### config.mk
export PLATFORM = sky130hd
export DESIGN_NAME = regfile_writeback
export DESIGN_NICKNAME = d
export VERILOG_FILES = /design/src/rtl/regfile_pkg.sv /design/src/rtl/wb_fifo.sv /design/src/rtl/regfile_writeback.sv
export SDC_FILE = /design/constraint.sdc
export NUM_CORES = 1
export LEC_CHECK = 0
export ABC_AREA = 0
export BUFFER_PORTS_ARGS = -buffer_cell sky130_fd_sc_hd__buf_2
export CAP_MARGIN = 0
export CORE_MARGIN = 2
export CORE_UTILIZATION = 48
export CTS_CLUSTER_DIAMETER = 200
export DETAILED_ROUTE_END_ITERATION = 16
export PLACE_DENSITY_LB_ADDON = 0.12
export SLEW_MARGIN = 20
export SYNTH_ARGS = -nofsm -noshare
export SYNTH_HDL_FRONTEND = slang
export SYNTH_SLANG_ARGS = --single-unit
### constraint.sdc
create_clock -name clk -period 7.3 [get_ports clk]
set_input_delay 1.46 -clock clk [delete_from_list [all_inputs] [get_ports clk]]
set_output_delay 1.46 -clock clk [all_outputs]
set_load 0.03 [all_outputs]
### src/rtl/regfile_pkg.sv
// Shared types for the register-file writeback path: register address,
// data width and the buffered long-latency result entry.
package regfile_pkg;
  localparam int XLEN       = 32;
  localparam int REG_ADDR_W = 5;
  localparam int NUM_REGS   = 1 << REG_ADDR_W;

  typedef logic [REG_ADDR_W-1:0] reg_addr_t;

  typedef struct packed {
    reg_addr_t       rd;
    logic [XLEN-1:0] data;
  } wb_entry_t;

  // x0 is hardwired to zero, so results aimed at it are discarded.
  function automatic logic rd_live(input reg_addr_t rd);
    return rd != '0;
  endfunction
endpackage

### src/rtl/wb_fifo.sv
// Synchronous FIFO of wb_entry_t for long-latency results; DEPTH must be a
// power of two so the pointers wrap naturally.
import regfile_pkg::*;

module wb_fifo #(
  parameter int  DEPTH = 4,
  localparam int PW    = $clog2(DEPTH),
  localparam int CW    = $clog2(DEPTH + 1)
) (
  input  logic            clk,
  input  logic            reset_n,
  input  logic            i_push,
  input  wb_entry_t       i_entry,
  input  logic            i_pop,
  output wb_entry_t       o_head,
  output logic            o_full,
  output logic            o_empty,
  output logic [CW-1:0]   o_count
);
  localparam logic [CW-1:0] FULL_CNT = CW'(DEPTH);

  logic [PW-1:0] r_wr_ptr;
  logic [PW-1:0] r_rd_ptr;
  logic [CW-1:0] r_count;
  wb_entry_t     r_mem [DEPTH];
  logic          w_push;
  logic          w_pop;

  assign o_full  = (r_count == FULL_CNT);
  assign o_empty = (r_count == '0);
  assign o_count = r_count;
  assign o_head  = r_mem[r_rd_ptr];
  assign w_push  = i_push & ~o_full;
  assign w_pop   = i_pop & ~o_empty;

  always_ff @(posedge clk) begin
    if (!reset_n) begin
      r_wr_ptr <= '0;
      r_rd_ptr <= '0;
      r_count  <= '0;
    end else begin
      if (w_push) begin
        r_mem[r_wr_ptr] <= i_entry;
        r_wr_ptr        <= r_wr_ptr + 1'b1;
      end
      if (w_pop) r_rd_ptr <= r_rd_ptr + 1'b1;
      case ({w_push, w_pop})
        2'b10:   r_count <= r_count + 1'b1;
        2'b01:   r_count <= r_count - 1'b1;
        default: r_count <= r_count;
      endcase
    end
  end
endmodule

### src/rtl/regfile_writeback.sv
// Regfile write-port arbiter: pipeline results beat buffered long-latency
// results; keeps a pending scoreboard for decode. Option: REGFILE_BYPASS_EN.
import regfile_pkg::*;

module regfile_writeback #(
  parameter int  LL_FIFO_DEPTH = 4,
  localparam int CNT_W         = $clog2(LL_FIFO_DEPTH + 1)
) (
  input  logic                  clk,
  input  logic                  reset_n,
  input  logic                  i_pipe_valid,
  input  logic [REG_ADDR_W-1:0] i_pipe_rd,
  input  logic [XLEN-1:0]       i_pipe_data,
  input  logic                  i_ll_valid,
  output logic                  o_ll_ready,
  input  logic [REG_ADDR_W-1:0] i_ll_rd,
  input  logic [XLEN-1:0]       i_ll_data,
  input  logic                  i_issue_valid,
  input  logic [REG_ADDR_W-1:0] i_issue_rd,
  input  logic [REG_ADDR_W-1:0] i_rs1_addr,
  input  logic [REG_ADDR_W-1:0] i_rs2_addr,
  input  logic [XLEN-1:0]       i_rf_rdata1,
  input  logic [XLEN-1:0]       i_rf_rdata2,
  output logic                  o_rs1_busy,
  output logic                  o_rs2_busy,
  output logic [XLEN-1:0]       o_fwd_rdata1,
  output logic [XLEN-1:0]       o_fwd_rdata2,
  output logic [REG_ADDR_W-1:0] o_address_dest,
  output logic [XLEN-1:0]       o_data_dest,
  output logic                  o_write_dest,
  output logic [CNT_W-1:0]      o_fifo_count
);
  logic                  r_write_dest;
  logic [REG_ADDR_W-1:0] r_address_dest;
  logic [XLEN-1:0]       r_data_dest;
  logic [NUM_REGS-1:0]   r_pending;

  logic                  w_full;
  logic                  w_empty;
  logic                  w_ll_push;
  logic                  w_sel_pipe;
  logic                  w_pop;
  wb_entry_t             w_ll_entry;
  wb_entry_t             w_head;
  logic [NUM_REGS-1:0]   w_set_mask;
  logic [NUM_REGS-1:0]   w_clr_mask;
  logic                  w_inflight1;
  logic                  w_inflight2;

  assign o_ll_ready = reset_n & ~w_full;
  assign w_ll_push  = i_ll_valid & o_ll_ready & rd_live(i_ll_rd);
  assign w_sel_pipe = i_pipe_valid & rd_live(i_pipe_rd);
  assign w_pop      = ~w_sel_pipe & ~w_empty;
  assign w_ll_entry = '{rd: i_ll_rd, data: i_ll_data};

  wb_fifo #(.DEPTH(LL_FIFO_DEPTH)) u_ll_fifo (
    .clk     (clk),
    .reset_n (reset_n),
    .i_push  (w_ll_push),
    .i_entry (w_ll_entry),
    .i_pop   (w_pop),
    .o_head  (w_head),
    .o_full  (w_full),
    .o_empty (w_empty),
    .o_count (o_fifo_count)
  );

  // Address/data hold their last value on idle cycles; only write_dest drops.
  always_ff @(posedge clk) begin
    if (!reset_n) begin
      r_write_dest   <= 1'b0;
      r_address_dest <= '0;
      r_data_dest    <= '0;
    end else begin
      r_write_dest <= w_sel_pipe | w_pop;
      if (w_sel_pipe) begin
        r_address_dest <= i_pipe_rd;
        r_data_dest    <= i_pipe_data;
      end else if (w_pop) begin
        r_address_dest <= w_head.rd;
        r_data_dest    <= w_head.data;
      end
    end
  end

  always_comb begin
    w_set_mask = '0;
    w_clr_mask = '0;
    if (w_pop) w_clr_mask[w_head.rd] = 1'b1;
    if (i_issue_valid && rd_live(i_issue_rd)) w_set_mask[i_issue_rd] = 1'b1;
  end

  // Set after clear so a same-cycle reissue keeps the register pending.
  always_ff @(posedge clk) begin
    if (!reset_n) r_pending <= '0;
    else          r_pending <= (r_pending & ~w_clr_mask) | w_set_mask;
  end

  always_ff @(posedge clk) begin
    if (reset_n && i_issue_valid && rd_live(i_issue_rd))
      assert (!r_pending[i_issue_rd] || w_clr_mask[i_issue_rd]);
  end

  assign w_inflight1 = r_write_dest && (r_address_dest == i_rs1_addr) && rd_live(i_rs1_addr);
  assign w_inflight2 = r_write_dest && (r_address_dest == i_rs2_addr) && rd_live(i_rs2_addr);

`ifdef REGFILE_BYPASS_EN
  assign o_rs1_busy   = r_pending[i_rs1_addr];
  assign o_rs2_busy   = r_pending[i_rs2_addr];
  assign o_fwd_rdata1 = w_inflight1 ? r_data_dest : i_rf_rdata1;
  assign o_fwd_rdata2 = w_inflight2 ? r_data_dest : i_rf_rdata2;
`else
  assign o_rs1_busy   = r_pending[i_rs1_addr] | w_inflight1;
  assign o_rs2_busy   = r_pending[i_rs2_addr] | w_inflight2;
  assign o_fwd_rdata1 = i_rf_rdata1;
  assign o_fwd_rdata2 = i_rf_rdata2;
`endif

  assign o_write_dest   = r_write_dest;
  assign o_address_dest = r_address_dest;
  assign o_data_dest    = r_data_dest;
endmodule

; ---- Word level (Yosys, flattened, before mapping)
; Memory sizes are Yosys's and may differ from the RTL's. A register that Yosys moved wholly into a read port is not among the register bits.
; Cells that the tools add are included.
[word_totals]
regBits = 77
ram_bits = 148
out_inout_bits = 108
wordCells = 74
memories = 1
[memory_table]
columns = memory, words, word_bits, rd, rd_ports_with_merged_regs, write_ports, line_no
row1 = u_ll_fifo.r_mem, 4, 37, 1, 1, 1, wb_fifo.sv:25  ; wb_entry_t r_mem [DEPTH];
[op_classes]
n_addsub = 4
order_cmp = 6
eq_ne = 5
muxes = 20
bitwise = 16
n_reduce_logical = 15
[ops]
columns = operator, count
row1 = two-way mux 32 bit, 4
row2 = AND 32 bit, 1
row3 = inverter 32 bit, 1
row4 = bitwise OR 32 bit, 1
row5 = nonzero test 5 bit, 5
row6 = less-than comparator 5 x 6 -> 1 bit (second input constant), 4
row7 = binary-select mux 1 bit (select 5 bit), 2
row8 = demux 1 bit (select 5 bit), 2
row9 = == test 5 bit, 2
row10 = greater-or-equal comparator 5 x 1 -> 1 bit (second input constant), 2
row11 = two-way mux 5 bit, 2
row12 = AND 1 bit, 7
row13 = logical AND 1 bit, 7
row14 = two-way mux 1 bit, 7
row15 = one-hot mux 3 bit (2 select lines), 1
row16 = adder 2 x 1 -> 2 bit (second input constant), 2
row17 = two-way mux 2 bit, 2
row18 = nonzero test 2 bit, 2
row19 = adder 3 x 1 -> 3 bit (second input constant), 1
row20 = == test 3 bit (second input constant), 1
row21 = zero test 3 bit, 1
row22 = inverter 1 bit, 3
row23 = bitwise OR 1 bit, 3
row24 = subtractor 3 x 1 -> 3 bit (second input constant), 1
row25 = other kinds (2), 2

; ---- Longest topological paths before layout
; Gate-level depths: netlist (run 1).
[depth]
ltp_word = 9
mapped_depth = 10
depth_no_buf = 9

; ---- Cells and area by module
; A second synthesis (run 1) with hierarchy kept.
[hier_totals]
hier_cells = 727
hier_area_um2 = 10181.0
[modules_own_cells]
columns = module, instances, cells_each, area_per_inst_um2
row1 = wb_fifo, 1, 247, 5889.4
row2 = regfile_writeback, 1, 480, 4291.6

; ---- Worst setup path before layout (run 1)
; No wires, ideal clock.
[synth_timing]
kind = input to output
from = in i_rs1_addr[0]
to = out o_rs1_busy
arrival_ns = 2.984
setup_slack_ns = 2.856
stages = 5
path_cell_list = buf_2 -> mux4_2 -> a221o_1 -> a31oi_1 -> o21ai_0
[synth_via]
elab_chain_cells = 4
word_cells_on_any_way = 7
cone_classes = eq/ne: 1 / mux: 2 / bitwise: 1 / reduce/logical: 3
[synth_lines]
columns = element, line_no
row1 = start: declaration, regfile_writeback.sv:20  ; input logic [REG_ADDR_W-1:0] i_rs1_addr,
row2 = branches (longest 3 deep; another with binary-select mux 1 bit (select 5 bit)), --
row3 = bitwise OR 1 bit (*), regfile_writeback.sv:113  ; assign o_rs1_busy = r_pending[i_rs1_addr] | w_inflight1;
row4 = end: declaration, regfile_writeback.sv:24  ; output logic o_rs1_busy,
; Every way passes the cells marked *. The select of a mux whose other input is x is not followed.

; ---- Worst setup path after layout (run 1)
; Ends and elaborated chain as after synthesis.

==> results of run 1 <==
## synthesized netlist by cell type (6+ instances only)
| cell type | number | share of area [%] |
|---|---|---|
| a21oi_1 | 38 | 1.9 |
| a311oi_1 | 54 | 4.6 |
| a41oi_1 | 12 | 1.0 |
| buf_2 | 14 | 0.69 |
| buf_4 | 64 | 4.7 |
| clkbuf_1 | 32 | 1.2 |
| dfxtp_1 | 79 | 16 |
| edfxtp_1 | 148 | 44 |
| inv_1 | 13 | 0.48 |
| mux4_2 | 51 | 11 |
| nand2_1 | 93 | 3.4 |
| nand2b_1 | 6 | 0.37 |
| nor2_1 | 67 | 2.5 |
| nor2b_1 | 6 | 0.37 |
| nor3_1 | 7 | 0.34 |
| o21ai_0 | 15 | 0.74 |
| xor2_1 | 8 | 0.69 |
## final cells by class
type / count / area (um^2)
tap: 275 / 344
clock inverter: 14 / 91.3
timing repair buffer: 145 / 746
clock buffer: 30 / 654
multi-input combinational: 425 / 3460
inverter: 13 / 50.0
fill: 1788 / 9580
sequential: 227 / 6030
antenna: 1 / 2.50
## flip-flops by register name (all words and copies together) (netlist names), named ones only
name / count
o_address_dest: 5
u_ll_fifo.o_count: 3
o_data_dest: 32
o_write_dest: 1
r_pending: 32
u_ll_fifo.r_mem: 148
u_ll_fifo.r_wr_ptr: 2
u_ll_fifo.r_rd_ptr: 2
## power by group
part / switching [mW] / leakage [nW] / internal (mW)
clock: 0.470 / 0.369 / 0.668
sequential: 0.0700 / 1.99 / 1.46
combinational: 0.578 / 1.57 / 0.309
## path summary, 6_finish.rpt
check	end	slack, ns	startpoint	cells past startpoint
min	r_pending[0]	0.46	r_pending[0]	2
min reg2reg	r_pending[0]	0.46	r_pending[0]	2
max	o_rs1_busy	2.84	i_rs1_addr[0]	6
max reg2reg	u_ll_fifo.o_count[2]	4.58	u_ll_fifo.o_count[2]	8
## cell families after synthesis
kind of cell	synth area share, %
xor gates and xnor gates	0.946
adders and majority gates	0.811
AOI/OAI and AO/OA	10.0
buffers and inverters	7.32
DFF	59.2
muxes	12.0
and+or+nand+nor	9.75
## worst min-delay path, stage by stage (launching register included)
cell and delay, ns:
dfxtp_1 0.32, nand2_1 0.06, a21oi_1 0.03
## routing by layer
| metal | track usage [%] | vias up | share of wire, % |
|---|---|---|---|
| li1 | - | 3019 | - |
| met1 | 25.9 | 3258 | 39 |
| met2 | 36.0 | 253 | 49 |
| met3 | 4.30 | 125 | 6.7 |
| met4 | 12.6 | 0 | 5.8 |
| met5 | 0 | - | 0 |
==> out/results.tsv, run 1 <==
stage	metric	value	unit
die	Die Ht	150	um
cells_and_area	Final nets	1000	
critical_path	crit end category	primary output	
clocking	Root Driver	clkbuf_16	
cells_and_area	Final Core Density	54.3	%
logic_synthesis	post-synth cell types	54	
critical_path	Top cell by count, worst path	buf_2	
clocking	cts repair resizes	0	
clocking	CTS tree	yes	
grt	vias in the first global route	6831	
power	Leak	3.93	nW
cells_and_area	Syn-to-layout area delta	11.6	%
logic_synthesis	Ys Warns	0	
clocking	number of clock sinks	227	
die	Chip Width	150	um
grt	gr ovfl total	0	
clocking	CTS max path bufs	3	
routing	DRC Markers	0	
place	DP Worst Slack	2.84	ns
power	power per cell area	313	nW/um^2
logic_synthesis	Avg Cell Area, Syn	13.1	um^2
clocking	clock transition at the registers of the reported paths	0.06	ns
die	core area	21000	um^2
logic_synthesis	Async SR Flop Fraction	0	%
critical_path	critical path cell sequence	buf_2 -> mux4_2 -> a221o_1 -> a31oi_1 -> o21ai_0 -> buf_2	
die	Initial Util	48.6	%
min_path	Hold/Removal Path Class	flop to flop	
critical_path	worst-path cell with the longest stage delay	mux4_2	
clocking	TritonCTS Buffers	24	
grt	Overall Global Routing Usage	21.5	%
cells_and_area	Finished Cell Area	11400	um^2
clocking	clk_lat worst skew	0.50	ns
timing	Fmax achieved	224	MHz
routing	1st-iter DRT viols	381	
critical_path	crit path kind	input pin to primary output	
timing	Max Slew Vio Count	0	
place	# port buffers	137	
logic_synthesis	Post-synth EDFFs	148	
timing	Tmin final	4.46	ns
critical_path	cell family with most CP delay	multiplexers	
clocking	quantity of hold-fixing buffers added after cts	0	
routing	Antenna Nets Post-Route	0	
die	FP Rows	53	
cells_and_area	most frequent cells in the layout	148 x edfxtp_1, 137 x buf_2, 93 x nand2_1	
timing	Fin. Hold Viols	0	
cells_and_area	layout cells sized above 1	29.6	%
cells_and_area	most common cell after layout, fill and taps aside	edfxtp_1	
timing	total negative slack	0	ns
flow_run	Max Cap Violations	0	
routing	Initial DRT Pass Iterations	5	
die	full die area	22400	um^2
critical_path	crit path DAT	3.00	ns
routing	WL/cell	21.3	um
timing	Final Setup Violations	0	
grt	initial antenna violation count	3	
clocking	CTS H-tree depth	1	
timing	Worst slew margin	27.3	%
timing	Final Skew	0.00730	ns
critical_path	max incr delay on CP	0.55	ns
status	status	finished clean	
grt	largest net degree at the start of global routing	66	
power	peak supply drop	0.270	mV
timing	final worst slack	2.84	ns
critical_path	Worst Path Buf+Inv	2	
cells_and_area	Non-Filler Instances	1130	
place	detailed-placement wirelength estimate	16.2	mm
logic_synthesis	register area share after synthesis	59.2	%
place	dpl cell area	10600	um^2
routing	vias per inst	5.89	
timing	Slew @ Worst Pin	1.09	ns
timing	Final Cycle Share	61.1	%
routing	WL final	24.0	mm
critical_path	Worst EP required	5.84	ns
timing	RSZ-0062 raised after global routing	no	
logic_synthesis	FF+latch count, synth	227	
logic_synthesis	Syn Nets	944	
logic_synthesis	Post-Syn Area	10200	um^2
power	total power draw	3.55	mW
routing	via count	6655	
grt	first-pass GRT wire length	37.2	mm
place	placed cells	1085	
die	io pins	266	
logic_synthesis	ys flop type	edfxtp_1	
critical_path	startpoint types	input pin	
clocking	post-CTS setup repair buffer count	0	
critical_path	crit-path max FO	10	
timing	hold slack	0.459	ns
logic_synthesis	Post-Syn Instances	780	
place	RD Place Congestion	0.905	
Note: power is estimated with default switching activity, not from simulation.
==> run 2, diff against run 1 <==
==> constraint.sdc (replaced) <==
create_clock -name clk -period 4.3 [get_ports clk]
set_input_delay 0.86 -clock clk [delete_from_list [all_inputs] [get_ports clk]]
set_output_delay 0.86 -clock clk [all_outputs]
set_load 0.03 [all_outputs]
==> run 2 against run 1 <==
  * Final cell count up 0.53%
  * Count of clock-buffer cells in the layout unchanged
  * Final area up 0.24%
  * Sequential share of layout area down 0.13 points
  * Clock skew up 0.0040 ns
  * Largest power group unchanged
  * Clock power up 71%
  * Non-clock buffer count up 3
==> out/results.tsv, run 2 (same netlist as run 1, synthesis figures left out) <==
stage	metric	value	unit
critical_path	crit path kind	input pin to primary output	
cells_and_area	Largest Register	u_ll_fifo.r_mem	
clocking	clk_lat worst skew	0.51	ns
timing	Final Cycle Share	75.4	%
critical_path	flop2flop setup slack	1.62	ns
timing	Max Slew Vio Count	0	
place	dpl cell area	10600	um^2
clocking	post-CTS setup repair buffer count	0	
timing	Slew @ Worst Pin	1.10	ns
cells_and_area	layout cells sized above 1	29.5	%
grt	largest net degree at the start of global routing	66	
die	FP Rows	53	
routing	1st-iter DRT viols	370	
min_path	hold_sp	r_pending[0]	
cells_and_area	most frequent cells in the layout	148 x edfxtp_1, 137 x buf_2, 93 x nand2_1	
power	peak supply drop	0.372	mV
routing	WL/cell	21.0	um
routing	Initial DRT Pass Iterations	5	
clocking	CTS max path bufs	3	
die	Initial Util	48.6	%
critical_path	R2R cell count	9	
place	detailed-placement wirelength estimate	15.7	mm
clocking	Root Driver	clkbuf_16	
place	DP Worst Slack	0.888	ns
critical_path	r2r startpoint	u_ll_fifo.o_count[2]	
min_path	worst min-delay path endpoint	r_pending[0]	
critical_path	crit path DAT	2.38	ns
place	# port buffers	137	
routing	via count	6704	
grt	gr ovfl total	0	
grt	initial antenna violation count	6	
cells_and_area	most common cell after layout, fill and taps aside	edfxtp_1	
clocking	CTS tree	yes	
timing	RSZ-0062 raised after global routing	no	
routing	WL final	23.9	mm
power	power per cell area	532	nW/um^2
critical_path	crit end category	primary output	
critical_path	startpoint types	input pin	
cells_and_area	Final Core Density	54.4	%
critical_path	FF-to-FF End	u_ll_fifo.o_count[2]	
cells_and_area	Finished Cell Area	11400	um^2
timing	total negative slack	0	ns
timing	Fmax achieved	308	MHz
timing	Final Skew	0.0113	ns
timing	Worst slew margin	26.1	%
die	core area	21000	um^2
critical_path	Worst EP required	3.44	ns
flow_run	Max Cap Violations	0	
clocking	TritonCTS Buffers	25	
cells_and_area	Non-Filler Instances	1136	
grt	vias in the first global route	6765	
clocking	quantity of hold-fixing buffers added after cts	0	
die	full die area	22400	um^2
timing	final worst slack	1.06	ns
critical_path	crit-path max FO	10	
status	status	finished clean	
grt	Overall Global Routing Usage	21.0	%
clocking	clock transition at the registers of the reported paths	0.05	ns
place	RD Place Congestion	0.858	
die	io pins	266	
power	total power draw	6.06	mW
grt	first-pass GRT wire length	36.4	mm
routing	DRC Markers	0	
cells_and_area	number of flip-flops under the largest register name	148	
min_path	Hold/Removal Path Class	flop to flop	
timing	Final Setup Violations	0	
clocking	number of clock sinks	227	
min_path	Hold Path Cell Cnt	2	
clocking	cts repair resizes	0	
timing	Fin. Hold Viols	0	
place	placed cells	1088	
routing	vias per inst	5.90	
die	Die Ht	150	um
cells_and_area	Syn-to-layout area delta	11.9	%
routing	Antenna Nets Post-Route	0	
power	Leak	3.93	nW
clocking	CTS H-tree depth	1	
cells_and_area	Final nets	1004	
die	Chip Width	150	um
timing	Tmin final	3.24	ns
timing	hold slack	0.448	ns
[run 2: worst max-delay path: stages]
cell	delay, ns
buf_2	0.25
mux4_2	0.55
a31oi_1	0.21
nand4_1	0.12
a21bo_2	0.22
buf_2	0.17
[run 2: worst max path at each step]
stage / start / end / cells past startpoint
after floorplan: i_rs1_addr[0] / o_rs1_busy / 5
after global placement: i_pipe_rd[1] / u_ll_fifo.o_count[2] / 10
after detailed placement: i_pipe_rd[1] / u_ll_fifo.o_count[2] / 10
after CTS: i_rs1_addr[0] / o_rs1_busy / 6
after global routing: i_rs1_addr[0] / o_rs1_busy / 6
final: i_rs2_addr[0] / o_rs2_busy / 6
[run 2: cell type report]
cell class                 count  area (um^2)
inverter                      13         50.0
antenna                        4         10.0
timing repair buffer         148          768
clock inverter                14         98.8
fill                        1748         9550
clock buffer                  30          644
tap                          275          344
multi-input combinational    425         3460
sequential                   227         6030
[run 2: power by group]
| group | total (mW) | internal, mW | switching [mW] |
|---|---|---|---|
| Clock | 1.95 | 1.12 | 0.821 |
| Sequential | 2.58 | 2.48 | 0.0998 |
| Combinational | 1.54 | 0.527 | 1.01 |
| Total | 6.06 | 4.13 | 1.93 |
[run 2: routing by layer]
metal | global-route usage, % | vias up | part of all wire [%]
met1 | 25.6 | 3266 | 39
met5 | 0 | - | 0.063
li1 | - | 3031 | -
met4 | 11.5 | 2 | 5.4
met2 | 34.8 | 289 | 48
met3 | 4.79 | 116 | 7.9
